--- src/rtl/mips_pkg.sv ---
// Shared MIPS MEM-stage definitions: access FSM state encoding and bus constants.
package mips_pkg;

  localparam int TIMEOUT_W = 8;
  localparam logic [1:0] WORD_ALIGN_MASK = 2'b11;

  typedef enum logic [1:0] {
    IDLE = 2'd0,
    WAIT = 2'd1,
    DONE = 2'd2
  } mem_state_e;

endpackage

--- src/rtl/mem_timeout_ctr.sv ---
// WAIT-cycle counter for mem_access_ctrl; only present when MEM_TIMEOUT_EN is defined.
`ifdef MEM_TIMEOUT_EN
module mem_timeout_ctr
  import mips_pkg::*;
#(
  parameter int unsigned LIMIT = 255
) (
  input  logic clk,
  input  logic reset,
  input  logic clr_i,
  input  logic en_i,
  output logic tc_o
);

  logic [TIMEOUT_W-1:0] cnt_q;

  always_ff @(posedge clk) begin
    if (reset || clr_i) begin
      cnt_q <= '0;
    end else if (en_i) begin
      cnt_q <= cnt_q + 1'b1;
    end
  end

  // Terminal count fires in the cycle whose increment would reach LIMIT.
  assign tc_o = en_i && (cnt_q == TIMEOUT_W'(LIMIT - 1));

endmodule
`endif

--- src/rtl/mem_access_ctrl.sv ---
// MEM-stage data-memory controller: req/ack bus transaction with pipeline stall.
// Define MEM_TIMEOUT_EN to abort a WAIT that lasts TIMEOUT cycles without mem_ack.
module mem_access_ctrl
  import mips_pkg::*;
#(
  parameter int unsigned TIMEOUT = 255
) (
  input  logic        clk,
  input  logic        reset,
  input  logic        MemtoRegM,
  input  logic        MemWriteM,
  input  logic [31:0] ALUOutM,
  input  logic [31:0] WriteDataM,
  input  logic        mem_ack,
  input  logic [31:0] mem_rdata,
  output logic        mem_req,
  output logic        mem_we,
  output logic [31:0] mem_addr,
  output logic [31:0] mem_wdata,
  output logic [31:0] ReadDataM,
  output logic        StallM,
  output logic        MemErrM
);

  mem_state_e state_q;
  logic       access;
  logic       aligned;
  logic       timeoutHit;

  assign access  = MemtoRegM | MemWriteM;
  assign aligned = (ALUOutM[1:0] & WORD_ALIGN_MASK) == 2'b00;
  assign StallM  = (state_q == IDLE && access) || (state_q == WAIT);

`ifdef MEM_TIMEOUT_EN
  mem_timeout_ctr #(.LIMIT(TIMEOUT)) u_timeout (
    .clk   (clk),
    .reset (reset),
    .clr_i (state_q != WAIT),
    .en_i  (state_q == WAIT && !mem_ack),
    .tc_o  (timeoutHit)
  );
`else
  // No counter: WAIT waits indefinitely and TIMEOUT has no effect.
  assign timeoutHit = 1'b0 & (TIMEOUT == 0);
`endif

  always_ff @(posedge clk) begin
    if (reset) begin
      state_q   <= IDLE;
      mem_req   <= 1'b0;
      mem_we    <= 1'b0;
      mem_addr  <= '0;
      mem_wdata <= '0;
      ReadDataM <= '0;
      MemErrM   <= 1'b0;
    end else begin
      case (state_q)
        IDLE: begin
          if (access) begin
            if (aligned) begin
              mem_req   <= 1'b1;
              mem_we    <= MemWriteM;
              mem_addr  <= ALUOutM;
              mem_wdata <= WriteDataM;
              state_q   <= WAIT;
            end else begin
              MemErrM   <= 1'b1;
              ReadDataM <= '0;
              state_q   <= DONE;
            end
          end
        end
        WAIT: begin
          // Ack beats a simultaneous timeout.
          if (mem_ack) begin
            mem_req <= 1'b0;
            if (!mem_we) begin
              ReadDataM <= mem_rdata;
            end
            state_q <= DONE;
          end else if (timeoutHit) begin
            mem_req   <= 1'b0;
            MemErrM   <= 1'b1;
            ReadDataM <= '0;
            state_q   <= DONE;
          end
        end
        DONE:    state_q <= IDLE;
        default: state_q <= IDLE;
      endcase
    end
  end

endmodule

--- config.mk ---
export PLATFORM = sky130hd
export DESIGN_NAME = mem_access_ctrl
export DESIGN_NICKNAME = d
export VERILOG_FILES = /design/src/rtl/mips_pkg.sv /design/src/rtl/mem_timeout_ctr.sv /design/src/rtl/mem_access_ctrl.sv
export SDC_FILE = /design/constraint.sdc
export NUM_CORES = 1
export LEC_CHECK = 0
export BUFFER_PORTS_ARGS = -buffer_cell sky130_fd_sc_hd__buf_4
export CORE_AREA = 8 8 106 108
export CTS_BUF_LIST = sky130_fd_sc_hd__clkbuf_8
export CTS_CLUSTER_SIZE = 16
export DETAILED_ROUTE_END_ITERATION = 8
export DIE_AREA = 0 0 114 116
export MAX_ROUTING_LAYER = met4
export PLACE_DENSITY = 0.83
export SLEW_MARGIN = 20
export SYNTH_ARGS = -nofsm -noshare
export SYNTH_HDL_FRONTEND = slang
export SYNTH_SLANG_ARGS = --single-unit
--- constraint.sdc ---
create_clock -name clk -period 1.4 [get_ports clk]
set_input_delay 0.28 -clock clk [delete_from_list [all_inputs] [get_ports clk]]
set_output_delay 0.28 -clock clk [all_outputs]
set_load 0.02 [all_outputs]
==> results.txt <==
clock latency of the later-clocked register in the worst-skew pair -> 360 ps
number of instances in the placed design -> 768
library cell occupying the most area in the post-synthesis netlist -> sky130_fd_sc_hd__dfxtp_1
Clock Skew -> 15.3 ps
static power due to leakage -> 0.00263 uW
worst slew margin relative to its limit -> 71.5%
H-tree lvl count -> 3
initial drt markers -> 396
number of ports placed on the die boundary -> 201
wire per inst -> 17.5 um
top fanout value on the critical path -> 25
number of buffers inserted for hold repair after clock tree synthesis -> 0
die height -> 116 um
outcome -> finished, violations left
violations in the final reports -> setup timing
sequential fraction of the synthesis area -> 50.2%
simple logic cell fraction of the synthesized area -> 16.6%
total clock buffers created by CTS -> 9
number of maximum-capacitance constraint violations -> 0
total power density per cell area -> 980 mW/mm2
post-synthesis share of cell area spent on full adders, half adders and majority gates -> 0%
Syn Nets -> 556
growth of design area from synthesis to finish -> 54.8%
fraction of layout instances using a drive strength above 1 -> 45.8%
Routed Antenna Nets -> 0
Root Driver -> sky130_fd_sc_hd__clkbuf_8
gr ovfl total -> 0
Crit. End Element -> flip-flop
number of library cell types mapped by synthesis -> 29
Top FF cell, synth -> sky130_fd_sc_hd__dfxtp_1
final standard cell utilization of the core -> 65.3%
number of antenna violations at the first check in global routing -> 0
count of pins over their slew limit -> 0
minimum setup slack in the final design -> -97.2 ps
share of synthesized area spent on multiplexers -> 7.95%
combinational family with the most area after synthesis -> compound AO/OA/AOI/OAI gates
DIE WIDTH -> 114 um
post-synthesis instance area -> 0.00403 mm2
Tightest Pin Transition -> 428 ps
startpoint type of the worst setup path -> flip-flop
number of nets in the final layout -> 755
global routing usage summed across all routing layers -> 19.0%
Compound-Gate Fraction of Synth Area -> 17.3%
Remaining DRCs -> 0
core area -> 0.00955 mm2
GPL Wtd Cong -> 0.750
slowest stage cell, crit path -> sky130_fd_sc_hd__or4_4
final worst path period need -> 1500 ps
top post-synthesis cells by count -> sky130_fd_sc_hd__dfxtp_1, sky130_fd_sc_hd__nand2_1, sky130_fd_sc_hd__a21oi_1
total die area -> 0.0132 mm2
register bit count reported by yosys -> 101
Std-Cell Rows -> 36
RSZ-0062 raised after global routing -> true
Tightest Hold Check Type -> in2reg
I/O Buffers -> 200
Yosys warning count -> 0
global-route wire length before repair -> 19.8 mm
number of sinks on the clock net -> 101
diodes inserted -> 0
Highest Clock Rate -> 668 MHz
Max Root-Sink Buffers -> 2
buffer and inverter count on the worst path -> 1
sum of net half-perimeters after detailed placement -> 9.56 mm
XOR/XNOR Fraction of Synth Area -> 0%
Setup-failing EPs final -> 64
maximum single-stage delay on the critical path -> 550 ps
number of enable flip-flop cells after synthesis -> 0
initial core utilization -> 42.2%
number of global-route vias before repair -> 3992
clock tree from TritonCTS -> yes
CP Data Required Time -> 1630 ps
worst setup path class -> reg2reg
number of cells produced by synthesis -> 455
number of optimization iterations in the first detailed-route pass -> 5
detail-routed via count per cell -> 5.24
critical path's top delay family -> simple AND/OR/NAND/NOR gates
wire length reported by the detailed router -> 13.8 mm
largest cells by area after synthesis -> sky130_fd_sc_hd__dfxtp_1, sky130_fd_sc_hd__a21oi_1, sky130_fd_sc_hd__mux2i_1
Cell Chain, Critical Path -> or4_4 -> clkbuf_16 -> o21ai_1 -> a21oi_1
overall via count from detail_route -> 4147
Max rail drop VDD -> 0.583 mV
area fraction of the dominant cell type after synthesis -> 50.2%
syn_area_per_cell -> 8.86 um2
clock-pin slew on the worst setup and hold paths -> 100 ps
most repeated cell in the gate-level netlist after synthesis -> sky130_fd_sc_hd__dfxtp_1
largest net degree at the start of global routing -> 51
share of flip-flops with an asynchronous set or reset -> 0%
non-filler instance count after layout -> 792
final period utilization -> 107%
final hold vios -> 0
CP arrival -> 1730 ps
==> cell type report <==
cell class / count / area [um2]
fillers: 767 / 3310
clock buffers: 9 / 124
flip-flops and latches: 101 / 2020
inverters: 3 / 11.3
multi-input cells: 307 / 1880
well taps: 133 / 166
clock inverters: 7 / 67.6
repair buffers: 232 / 1970
==> worst reg2reg max path, cell delays in order, from the launching register on <==
cell                        delay [ps]
sky130_fd_sc_hd__dfxtp_2           350
sky130_fd_sc_hd__or4_4             550
sky130_fd_sc_hd__clkbuf_16         240
sky130_fd_sc_hd__o21ai_1           150
sky130_fd_sc_hd__a21oi_1           100
==> routing by layer <==
| metal | part of all wire, % | track usage, % | up-vias |
|---|---|---|---|
| met5 | 0 | - | - |
| met4 | 2.4 | 7.81 | 0 |
| met3 | 7.5 | 4.48 | 30 |
| met2 | 53 | 32.4 | 188 |
| met1 | 37 | 21.1 | 1951 |
| li1 | - | - | 1978 |
==> final timing paths <==
kind,start,to,slack [ps],cells after the start
setup reg to reg,state_q[1]$_SDFFE_PP0P_,mem_wdata[30]$_SDFFE_PP0P_,-100,4
hold / removal,mem_rdata[21],ReadDataM[21]$_SDFFE_PP0P_,170,3
setup / recovery,state_q[1]$_SDFFE_PP0P_,mem_wdata[30]$_SDFFE_PP0P_,-100,4
hold reg to reg,mem_wdata[11]$_SDFFE_PP0P_,mem_wdata[11]$_SDFFE_PP0P_,460,2
==> sequential cells by signal (all words and copies together), names as in the netlist <==
register / cells
MemErrM: 1
ReadDataM: 32
mem_addr: 32
mem_req: 1
mem_wdata: 32
mem_we: 1
state_q: 2
==> per-stage QoR <==
stage	area, um2	TNS (ps)	hold WS, ps	power (uW)	worst slack, ps
2_1_floorplan	4030	-3850	422	3680	-65.0
3_5_place_dp	5660	-10770	442	4180	-189
6_report	6240	-2830	169	6110	-97.2
5_1_grt	6240	-6430	141	6380	-169
4_1_cts	5880	-1530	157	5980	-75.8
3_3_place_gp	5660	-7010	439	4150	-142
==> logic make-up (layout without fill, tap and decap cells) <==
logic type             Yosys count  after routing
AO/OA/AOI/OAI                  132            132
buffers and inverters           47            251
flip-flops                     101            101
multiplexers                    32             32
AND/OR/NAND/NOR                143            143
==> report_power, final <==
part	internal [uW]	leakage (uW)	switching (uW)
registers	2970	0.000820	65.2
logic	627	0.00171	631
clock network	822	0.000102	996
total	4420	0.00263	1690
==> layout by cell type, fill, tap and decap left out <==
cell type,n
sky130_fd_sc_hd__clkbuf_16,5
sky130_fd_sc_hd__nand2_1,67
sky130_fd_sc_hd__buf_8,1
sky130_fd_sc_hd__bufinv_16,1
sky130_fd_sc_hd__a21oi_1,51
sky130_fd_sc_hd__nor4_4,1
sky130_fd_sc_hd__clkbuf_8,9
sky130_fd_sc_hd__dfxtp_2,2
sky130_fd_sc_hd__or2_2,1
sky130_fd_sc_hd__a21oi_2,14
sky130_fd_sc_hd__o21ai_2,20
sky130_fd_sc_hd__o211a_1,1
sky130_fd_sc_hd__buf_12,7
sky130_fd_sc_hd__or3_1,1
sky130_fd_sc_hd__o21ai_0,1
sky130_fd_sc_hd__nor2_4,2
sky130_fd_sc_hd__o22ai_1,1
sky130_fd_sc_hd__clkinv_1,1
sky130_fd_sc_hd__clkinv_4,1
sky130_fd_sc_hd__mux2i_1,32
sky130_fd_sc_hd__nor3b_1,1
sky130_fd_sc_hd__nor2_2,2
sky130_fd_sc_hd__buf_6,6
sky130_fd_sc_hd__and3_1,2
sky130_fd_sc_hd__nand3_2,10
sky130_fd_sc_hd__nand3_1,52
sky130_fd_sc_hd__clkinv_2,1
sky130_fd_sc_hd__dfxtp_1,99
sky130_fd_sc_hd__nor3b_2,1
sky130_fd_sc_hd__nand3b_1,1
sky130_fd_sc_hd__or3b_2,1
sky130_fd_sc_hd__buf_16,1
sky130_fd_sc_hd__o21ai_1,43
sky130_fd_sc_hd__o32ai_4,1
sky130_fd_sc_hd__clkinvlp_4,1
sky130_fd_sc_hd__or4_4,1
sky130_fd_sc_hd__inv_1,4
sky130_fd_sc_hd__buf_4,212
sky130_fd_sc_hd__inv_6,1
==> what timing repair did <==
| item | 4_1_cts | 5_1_grt |
|---|---|---|
| pin swaps | 32 | 16 |
| resized for setup | 8 | 51 |
| endpoints found under the hold margin | 0 | 0 |
| setup buffers | 1 | 2 |
| cloned | 0 | 5 |
| endpoints found under the setup margin | 67 | 92 |
Power figures use the tool's default switching activity.
